[src/rtl/pll_reconfig_pkg.sv]
// rtl/pll_reconfig_pkg.sv - shared codes, states and divider helper for the PLL reconfig sequencer
//
// Holds the ALTPLLRECONFIG counter_type / counter_param encodings, the
// sequencer state enumeration and div_to_params(), which splits one divider
// into the four values written for a counter.
package pll_reconfig_pkg;

    localparam logic [3:0] CT_N      = 4'd0;
    localparam logic [3:0] CT_M      = 4'd1;
    localparam logic [3:0] CT_C_BASE = 4'd4;

    localparam logic [2:0] CP_HIGH   = 3'd0;
    localparam logic [2:0] CP_LOW    = 3'd1;
    localparam logic [2:0] CP_BYPASS = 3'd4;
    localparam logic [2:0] CP_ODD    = 3'd5;

    typedef enum logic [3:0] {
        S_IDLE,
        S_CHECK,
        S_WRITE,
        S_WGAP,
        S_WWAIT,
        S_RECONF,
        S_RGAP,
        S_RWAIT,
        S_LOCK,
        S_DONE,
        S_ERROR
    } state_t;

    typedef struct packed {
        logic [8:0] high;
        logic [8:0] low;
        logic [8:0] bypass;
        logic [8:0] odd;
    } div_params_t;

    // high = ceil(d/2), low = floor(d/2); bypass still carries real high/low.
    function automatic div_params_t div_to_params(input logic [7:0] d);
        div_params_t p;
        p.low    = {2'b00, d[7:1]};
        p.high   = p.low + {8'd0, d[0]};
        p.bypass = {8'd0, (d == 8'd1)};
        p.odd    = {8'd0, d[0]};
        return p;
    endfunction

endpackage

[src/rtl/lock_sync.sv]
// rtl/lock_sync.sv - two-flop synchronizer for the asynchronous PLL locked signal
//
// Ports: clk, reset_n (async active-low), d (async input), q (synchronized, resets to 0).
module lock_sync (
    input  logic clk,
    input  logic reset_n,
    input  logic d,
    output logic q
);

    logic meta;

    always_ff @(posedge clk or negedge reset_n) begin
        if (!reset_n) begin
            meta <= 1'b0;
            q    <= 1'b0;
        end else begin
            meta <= d;
            q    <= meta;
        end
    end

endmodule

[src/rtl/pll_reconfig_sequencer.sv]
// rtl/pll_reconfig_sequencer.sv - sequences a full N/M/C divider change through ALTPLLRECONFIG
//
// Ports:
//   clk, reset_n                 clock, async active-low reset
//   req_valid/req_ready          request handshake (ready only in IDLE)
//   n_div, m_div, c_div          dividers, latched at the transfer (C0 in c_div[7:0])
//   write_param, reconfig        one-cycle strobes to ALTPLLRECONFIG
//   counter_type, counter_param, data_in   parameter address/value, held outside WRITE
//   busy                         ALTPLLRECONFIG busy
//   locked                       PLL lock, asynchronous
//   done, error                  one-cycle result pulses
//   active                       sequence in progress
module pll_reconfig_sequencer
    import pll_reconfig_pkg::*;
#(
    parameter int NUM_C        = 2,
    parameter int LOCK_TIMEOUT = 65535,
    parameter int MAX_RETRY    = 3
) (
    input  logic               clk,
    input  logic               reset_n,
    input  logic               req_valid,
    output logic               req_ready,
    input  logic [7:0]         n_div,
    input  logic [7:0]         m_div,
    input  logic [8*NUM_C-1:0] c_div,
    output logic               write_param,
    output logic               reconfig,
    output logic [3:0]         counter_type,
    output logic [2:0]         counter_param,
    output logic [8:0]         data_in,
    input  logic               busy,
    input  logic               locked,
    output logic               done,
    output logic               error,
    output logic               active
);

    localparam int         TW       = $clog2(LOCK_TIMEOUT + 1);
    localparam logic [2:0] LAST_CTR = 3'(NUM_C + 1);

    state_t             state, state_next;
    logic [7:0]         n_q, m_q;
    logic [8*NUM_C-1:0] c_q;
    logic [2:0]         ctr_idx, ctr_next;
    logic [1:0]         par_idx, par_next;
    logic [TW-1:0]      lock_cnt, lock_cnt_next;
    logic [7:0]         retry_cnt, retry_next;
    logic               locked_s;
    logic               invalid;
    logic [7:0]         sel_div;
    div_params_t        sel_p;
    logic [3:0]         sel_type;
    logic [2:0]         sel_param;
    logic [8:0]         sel_data;

    lock_sync u_lock_sync (
        .clk     (clk),
        .reset_n (reset_n),
        .d       (locked),
        .q       (locked_s)
    );

    always_comb begin
        invalid = (n_q == 8'd0) || (m_q == 8'd0);
        for (int i = 0; i < NUM_C; i++) begin
            if (c_q[8*i +: 8] == 8'd0) invalid = 1'b1;
        end
    end

    // Parameter for the position being entered, so the output registers can
    // be loaded on the same edge that moves the FSM into WRITE.
    always_comb begin
        sel_div   = n_q;
        sel_type  = CT_N;
        sel_param = CP_HIGH;
        sel_data  = '0;
        if (ctr_next == 3'd1) begin
            sel_div  = m_q;
            sel_type = CT_M;
        end
        for (int i = 0; i < NUM_C; i++) begin
            if (ctr_next == 3'(i + 2)) begin
                sel_div  = c_q[8*i +: 8];
                sel_type = CT_C_BASE + 4'(i);
            end
        end
        sel_p = div_to_params(sel_div);
        case (par_next)
            2'd0:    begin sel_param = CP_HIGH;   sel_data = sel_p.high;   end
            2'd1:    begin sel_param = CP_LOW;    sel_data = sel_p.low;    end
            2'd2:    begin sel_param = CP_BYPASS; sel_data = sel_p.bypass; end
            default: begin sel_param = CP_ODD;    sel_data = sel_p.odd;    end
        endcase
    end

    always_comb begin
        state_next    = state;
        ctr_next      = ctr_idx;
        par_next      = par_idx;
        lock_cnt_next = lock_cnt;
        retry_next    = retry_cnt;
        case (state)
            S_IDLE:   if (req_valid) state_next = S_CHECK;
            S_CHECK: begin
                ctr_next   = 3'd0;
                par_next   = 2'd0;
                retry_next = 8'd0;
                state_next = invalid ? S_ERROR : S_WRITE;
            end
            S_WRITE:  state_next = S_WGAP;
            S_WGAP:   state_next = S_WWAIT;
            S_WWAIT: begin
                if (!busy) begin
                    if (ctr_idx == LAST_CTR && par_idx == 2'd3) begin
                        state_next = S_RECONF;
                    end else begin
                        state_next = S_WRITE;
                        if (par_idx == 2'd3) begin
                            par_next = 2'd0;
                            ctr_next = ctr_idx + 3'd1;
                        end else begin
                            par_next = par_idx + 2'd1;
                        end
                    end
                end
            end
            S_RECONF: state_next = S_RGAP;
            S_RGAP:   state_next = S_RWAIT;
            S_RWAIT: begin
                if (!busy) begin
                    state_next    = S_LOCK;
                    lock_cnt_next = '0;
                end
            end
            S_LOCK: begin
                if (locked_s) begin
                    state_next = S_DONE;
                end else if (lock_cnt == TW'(LOCK_TIMEOUT)) begin
                    if (retry_cnt < 8'(MAX_RETRY)) begin
                        retry_next = retry_cnt + 8'd1;
                        ctr_next   = 3'd0;
                        par_next   = 2'd0;
                        state_next = S_WRITE;
                    end else begin
                        state_next = S_ERROR;
                    end
                end else begin
                    lock_cnt_next = lock_cnt + TW'(1);
                end
            end
            S_DONE:   state_next = S_IDLE;
            S_ERROR:  state_next = S_IDLE;
            default:  state_next = S_IDLE;
        endcase
    end

    always_ff @(posedge clk or negedge reset_n) begin
        if (!reset_n) begin
            state         <= S_IDLE;
            ctr_idx       <= '0;
            par_idx       <= '0;
            lock_cnt      <= '0;
            retry_cnt     <= '0;
            n_q           <= '0;
            m_q           <= '0;
            c_q           <= '0;
            req_ready     <= 1'b1;
            write_param   <= 1'b0;
            reconfig      <= 1'b0;
            done          <= 1'b0;
            error         <= 1'b0;
            active        <= 1'b0;
            counter_type  <= '0;
            counter_param <= '0;
            data_in       <= '0;
        end else begin
            state     <= state_next;
            ctr_idx   <= ctr_next;
            par_idx   <= par_next;
            lock_cnt  <= lock_cnt_next;
            retry_cnt <= retry_next;
            if (state == S_IDLE && req_valid) begin
                n_q <= n_div;
                m_q <= m_div;
                c_q <= c_div;
            end
            req_ready   <= (state_next == S_IDLE);
            write_param <= (state_next == S_WRITE);
            reconfig    <= (state_next == S_RECONF);
            done        <= (state_next == S_DONE);
            error       <= (state_next == S_ERROR);
            active      <= (state_next != S_IDLE);
            if (state_next == S_WRITE) begin
                counter_type  <= sel_type;
                counter_param <= sel_param;
                data_in       <= sel_data;
            end
        end
    end

endmodule

[config.mk]
export PLATFORM = sky130hd
export DESIGN_NAME = pll_reconfig_sequencer
export DESIGN_NICKNAME = d
export VERILOG_FILES = /design/src/rtl/pll_reconfig_pkg.sv /design/src/rtl/lock_sync.sv /design/src/rtl/pll_reconfig_sequencer.sv
export SDC_FILE = /design/constraint.sdc
export NUM_CORES = 1
export LEC_CHECK = 0
export ABC_CLOCK_PERIOD_IN_PS = 4500
export CELL_PAD_IN_SITES_DETAIL_PLACEMENT = 1
export CELL_PAD_IN_SITES_GLOBAL_PLACEMENT = 2
export CORE_MARGIN = 2
export CORE_UTILIZATION = 36
export DETAILED_ROUTE_END_ITERATION = 10
export PLACE_DENSITY_LB_ADDON = 0.1
export SYNTH_ARGS = -nofsm -noshare
export SYNTH_HDL_FRONTEND = slang
export SYNTH_HIERARCHICAL = 1
export SYNTH_SLANG_ARGS = --single-unit
[constraint.sdc]
create_clock -name clk -period 4.5 [get_ports clk]
set_clock_uncertainty 0.2 [all_clocks]
set_input_delay 1.125 -clock clk [delete_from_list [all_inputs] [get_ports clk]]
set_output_delay 1.125 -clock clk [all_outputs]
set_load 0.01 [all_outputs]
==> run_results.csv <==
group,metric,value,unit
outcome,status,"complete, no violations",
yosys,syn_inst,384,
timing,period_needed,4250,ps
placement,placedCellCount,610,
global_route,grt_pass1_vias,3536,
yosys,yosysSeqAreaShare,49.1,%
global_route,grt_pass1_wl,17900,um
yosys,ys_top_cells_by_count,"84 x dfrtp_1, 36 x mux2_2, 28 x nor2_1",
floorplanning,die_y,114,um
floorplanning,die_w,114,um
worst_setup_path,critPathKind,"in2reg",
clocking,htree_levels,3,
timing,period_share,94.5,%
timing,finalHoldViolCount,0,
timing,relSlewSlack,27.0,%
placement,gp_congestion,0.797,
finish,instances_no_fill,627,
yosys,synth_top_area_share,48.5,%
finish,final_cell_area,5590,um^2
detailed_routing,routed_via_density,5.17,
timing,finalSetupViolCount,0,
yosys,async_flop_share,100,%
timing,fin_setup_tns,0,ps
yosys,synth_seq_cells,85,
clocking,cts_buffer_depth,2,
timing,worst_pin_slew,1090,ps
worst_setup_path,start_kind,"input pin",
global_route,antenna_found_initial,0,
placement,numPortBuffers,54,
finish,nets,520,
worst_setup_path,worstSetupEndpointType,"register",
yosys,ys_warn_count,6,
timing,drv_slew,0,
clocking,clk_pin_slew,60,ps
global_route,grt_max_degree,86,
finish,utilization,47.2,%
clocking,cts_num_sinks,85,
power_and_ir_drop,pwr_density_cell,568,nW/um^2
detailed_routing,ant_nets,0,
yosys,synth.most_common_cell,"dfrtp_1",
yosys,synth_edf_count,0,
yosys,ys_types,71,
yosys,yosys.area.top_type,"dfrtp_1",
job,max_cap_viol_count,0,
detailed_routing,dr.pass1.iters,4,
global_route,grtUsageTotal,17.6,%
yosys,synthTopCellsByArea,"dfrtp_1 48%, mux2_2 9.3%, xor2_1 2.6%",
yosys,syn_area,4340,um^2
detailed_routing,drc,0,
detailed_routing,wl,10400,um
floorplanning,start_util,36.6,%
worst_setup_path,crit_path_max_fanout,4,
clocking,root_buffer,"clkbuf_16",
yosys,syn_avg_cell_area,11.3,um^2
worst_setup_path,cp.required,4530,ps
finish,syn_to_final_growth,29.0,%
floorplanning,io_pins,59,
power_and_ir_drop,power.total,3.18,mW
finish,diodes,0,
yosys,yosys_most_used_dff,"dfrtp_1",
finish,layout-drive-gt1-share,25.0,%
floorplanning,die-area,12900,um^2
power_and_ir_drop,ir_worst_vdd,280,uV
clocking,clkLatencyLatePin,350,ps
clocking,cts_tree,"built",
clocking,cts_made_buffers,9,
detailed_routing,vias,3243,
worst_hold_path,min_path_type,"reg2reg",
detailed_routing,drt-initial-drc-count,94,
placement,place_area,5260,um^2
worst_setup_path,arrival,4280,ps
global_route,grt_overflow,0,
timing,fmax,235,MHz
placement,hpwl,7710,um
floorplanning,core_area,11900,um^2
floorplanning,num_rows,40,
power_and_ir_drop,p_leak,2.52,nW
detailed_routing,avgRoutedWirePerCell,16.5,um
==> flip-flops by register name (all words and copies together), names as in the netlist, 2 cells and up <==
register / flops
lock_cnt: 16
par_idx: 2
m_q: 8
data_in: 8
c_q: 16
ctr_idx: 3
retry_cnt: 8
counter_param: 2
counter_type: 2
n_q: 8
state: 4
==> routing by layer <==
metal  part of all wire (%)  GRT usage, %  routed length, um
met5                      0             0                  0
met4                    1.7          6.42                180
met3                    3.0          3.93                306
met2                     51          30.9               5270
met1                     44          21.3               4610
==> worst paths after layout <==
| kind | end | cells after the start | slack, ps | from |
|---|---|---|---|---|
| hold / removal | u_lock_sync/q | 0 | 150 | u_lock_sync/meta |
| max in group asynchronous | data_in[3] | 1 | 2620 | reset_n |
| setup / recovery | data_in[6] | 15 | 250 | busy |
| setup reg to reg | data_in[6] | 15 | 380 | retry_cnt[0] |
| min in group asynchronous | retry_cnt[4] | 1 | 780 | reset_n |
| hold reg to reg | u_lock_sync/q | 0 | 150 | u_lock_sync/meta |
==> what timing repair did <==
action,in CTS,in global routing
hold buffers,0,0
gates resized for setup,0,8
setup endpoints to repair,0,4
buffers inserted,0,1
endpoints found under the hold margin,0,0
==> kinds of logic (layout without fill, tap and decap cells) <==
kind of cell    count (synthesis)  after routing  share of synthesized area, %
other cells                     1              4                        0.0865
compound gates                 57             57                          11.5
buf+inv                        36            129                          4.24
xor+xnor                       16             16                          3.23
flops                          85             85                          49.1
simple gates                  136            136                          18.1
mux                            45             45                          11.5
fa+ha+maj                       8              8                          2.31
==> area by class of cell <==
| cell class | count | area (um^2) |
|---|---|---|
| tap | 147 | 184 |
| inverter | 16 | 60.1 |
| timing repair buffer | 97 | 865 |
| clock inverter | 4 | 47.5 |
| clock buffer | 12 | 246 |
| multi-input combinational | 266 | 2060 |
| sequential | 85 | 2130 |
| fill | 1275 | 6270 |
==> critical path, stage by stage <==
cell and delay, ps:
clkdlybuf4s50_1 460, or3b_4 460, nor3_4 140, inv_1 90, a41oi_4 290, buf_6 150
nor2b_4 30, a222oi_1 330, inv_1 110, ha_2 220, ha_1 180, and2_1 150
nand3_1 100, and4b_1 190, a221o_1 250
==> power breakdown <==
part	internal [mW]	switching [mW]
combinational	0.632	0.571
clock	0.443	0.292
sequential	1.00	0.238
==> per-stage QoR <==
stage	hold slack [ps]	setup WS (ps)
after detailed placement	136	-312
final	148	249
after CTS	150	53.3
after floorplan	131	213
after global placement	138	-175
after global routing	165	-8.35
==> layout by cell type (no fill, tap or decap), drive strengths merged, types with 5 or more instances in the layout <==
cell | synthesis | final
dfrtp | 84 | 84
clkdlybuf4s50 | 0 | 53
buf | 15 | 44
mux2 | 37 | 37
nor2 | 30 | 30
nand2 | 25 | 25
inv | 16 | 16
xor2 | 13 | 13
a21oi | 12 | 12
clkbuf | 5 | 12
nand3 | 11 | 11
o21ai | 11 | 11
nand4 | 10 | 10
nor4 | 10 | 10
mux2i | 8 | 8
ha | 8 | 8
or3 | 7 | 7
a21o | 6 | 6
nor3 | 6 | 6
and3 | 5 | 5
(Power assumes the default switching activity.)
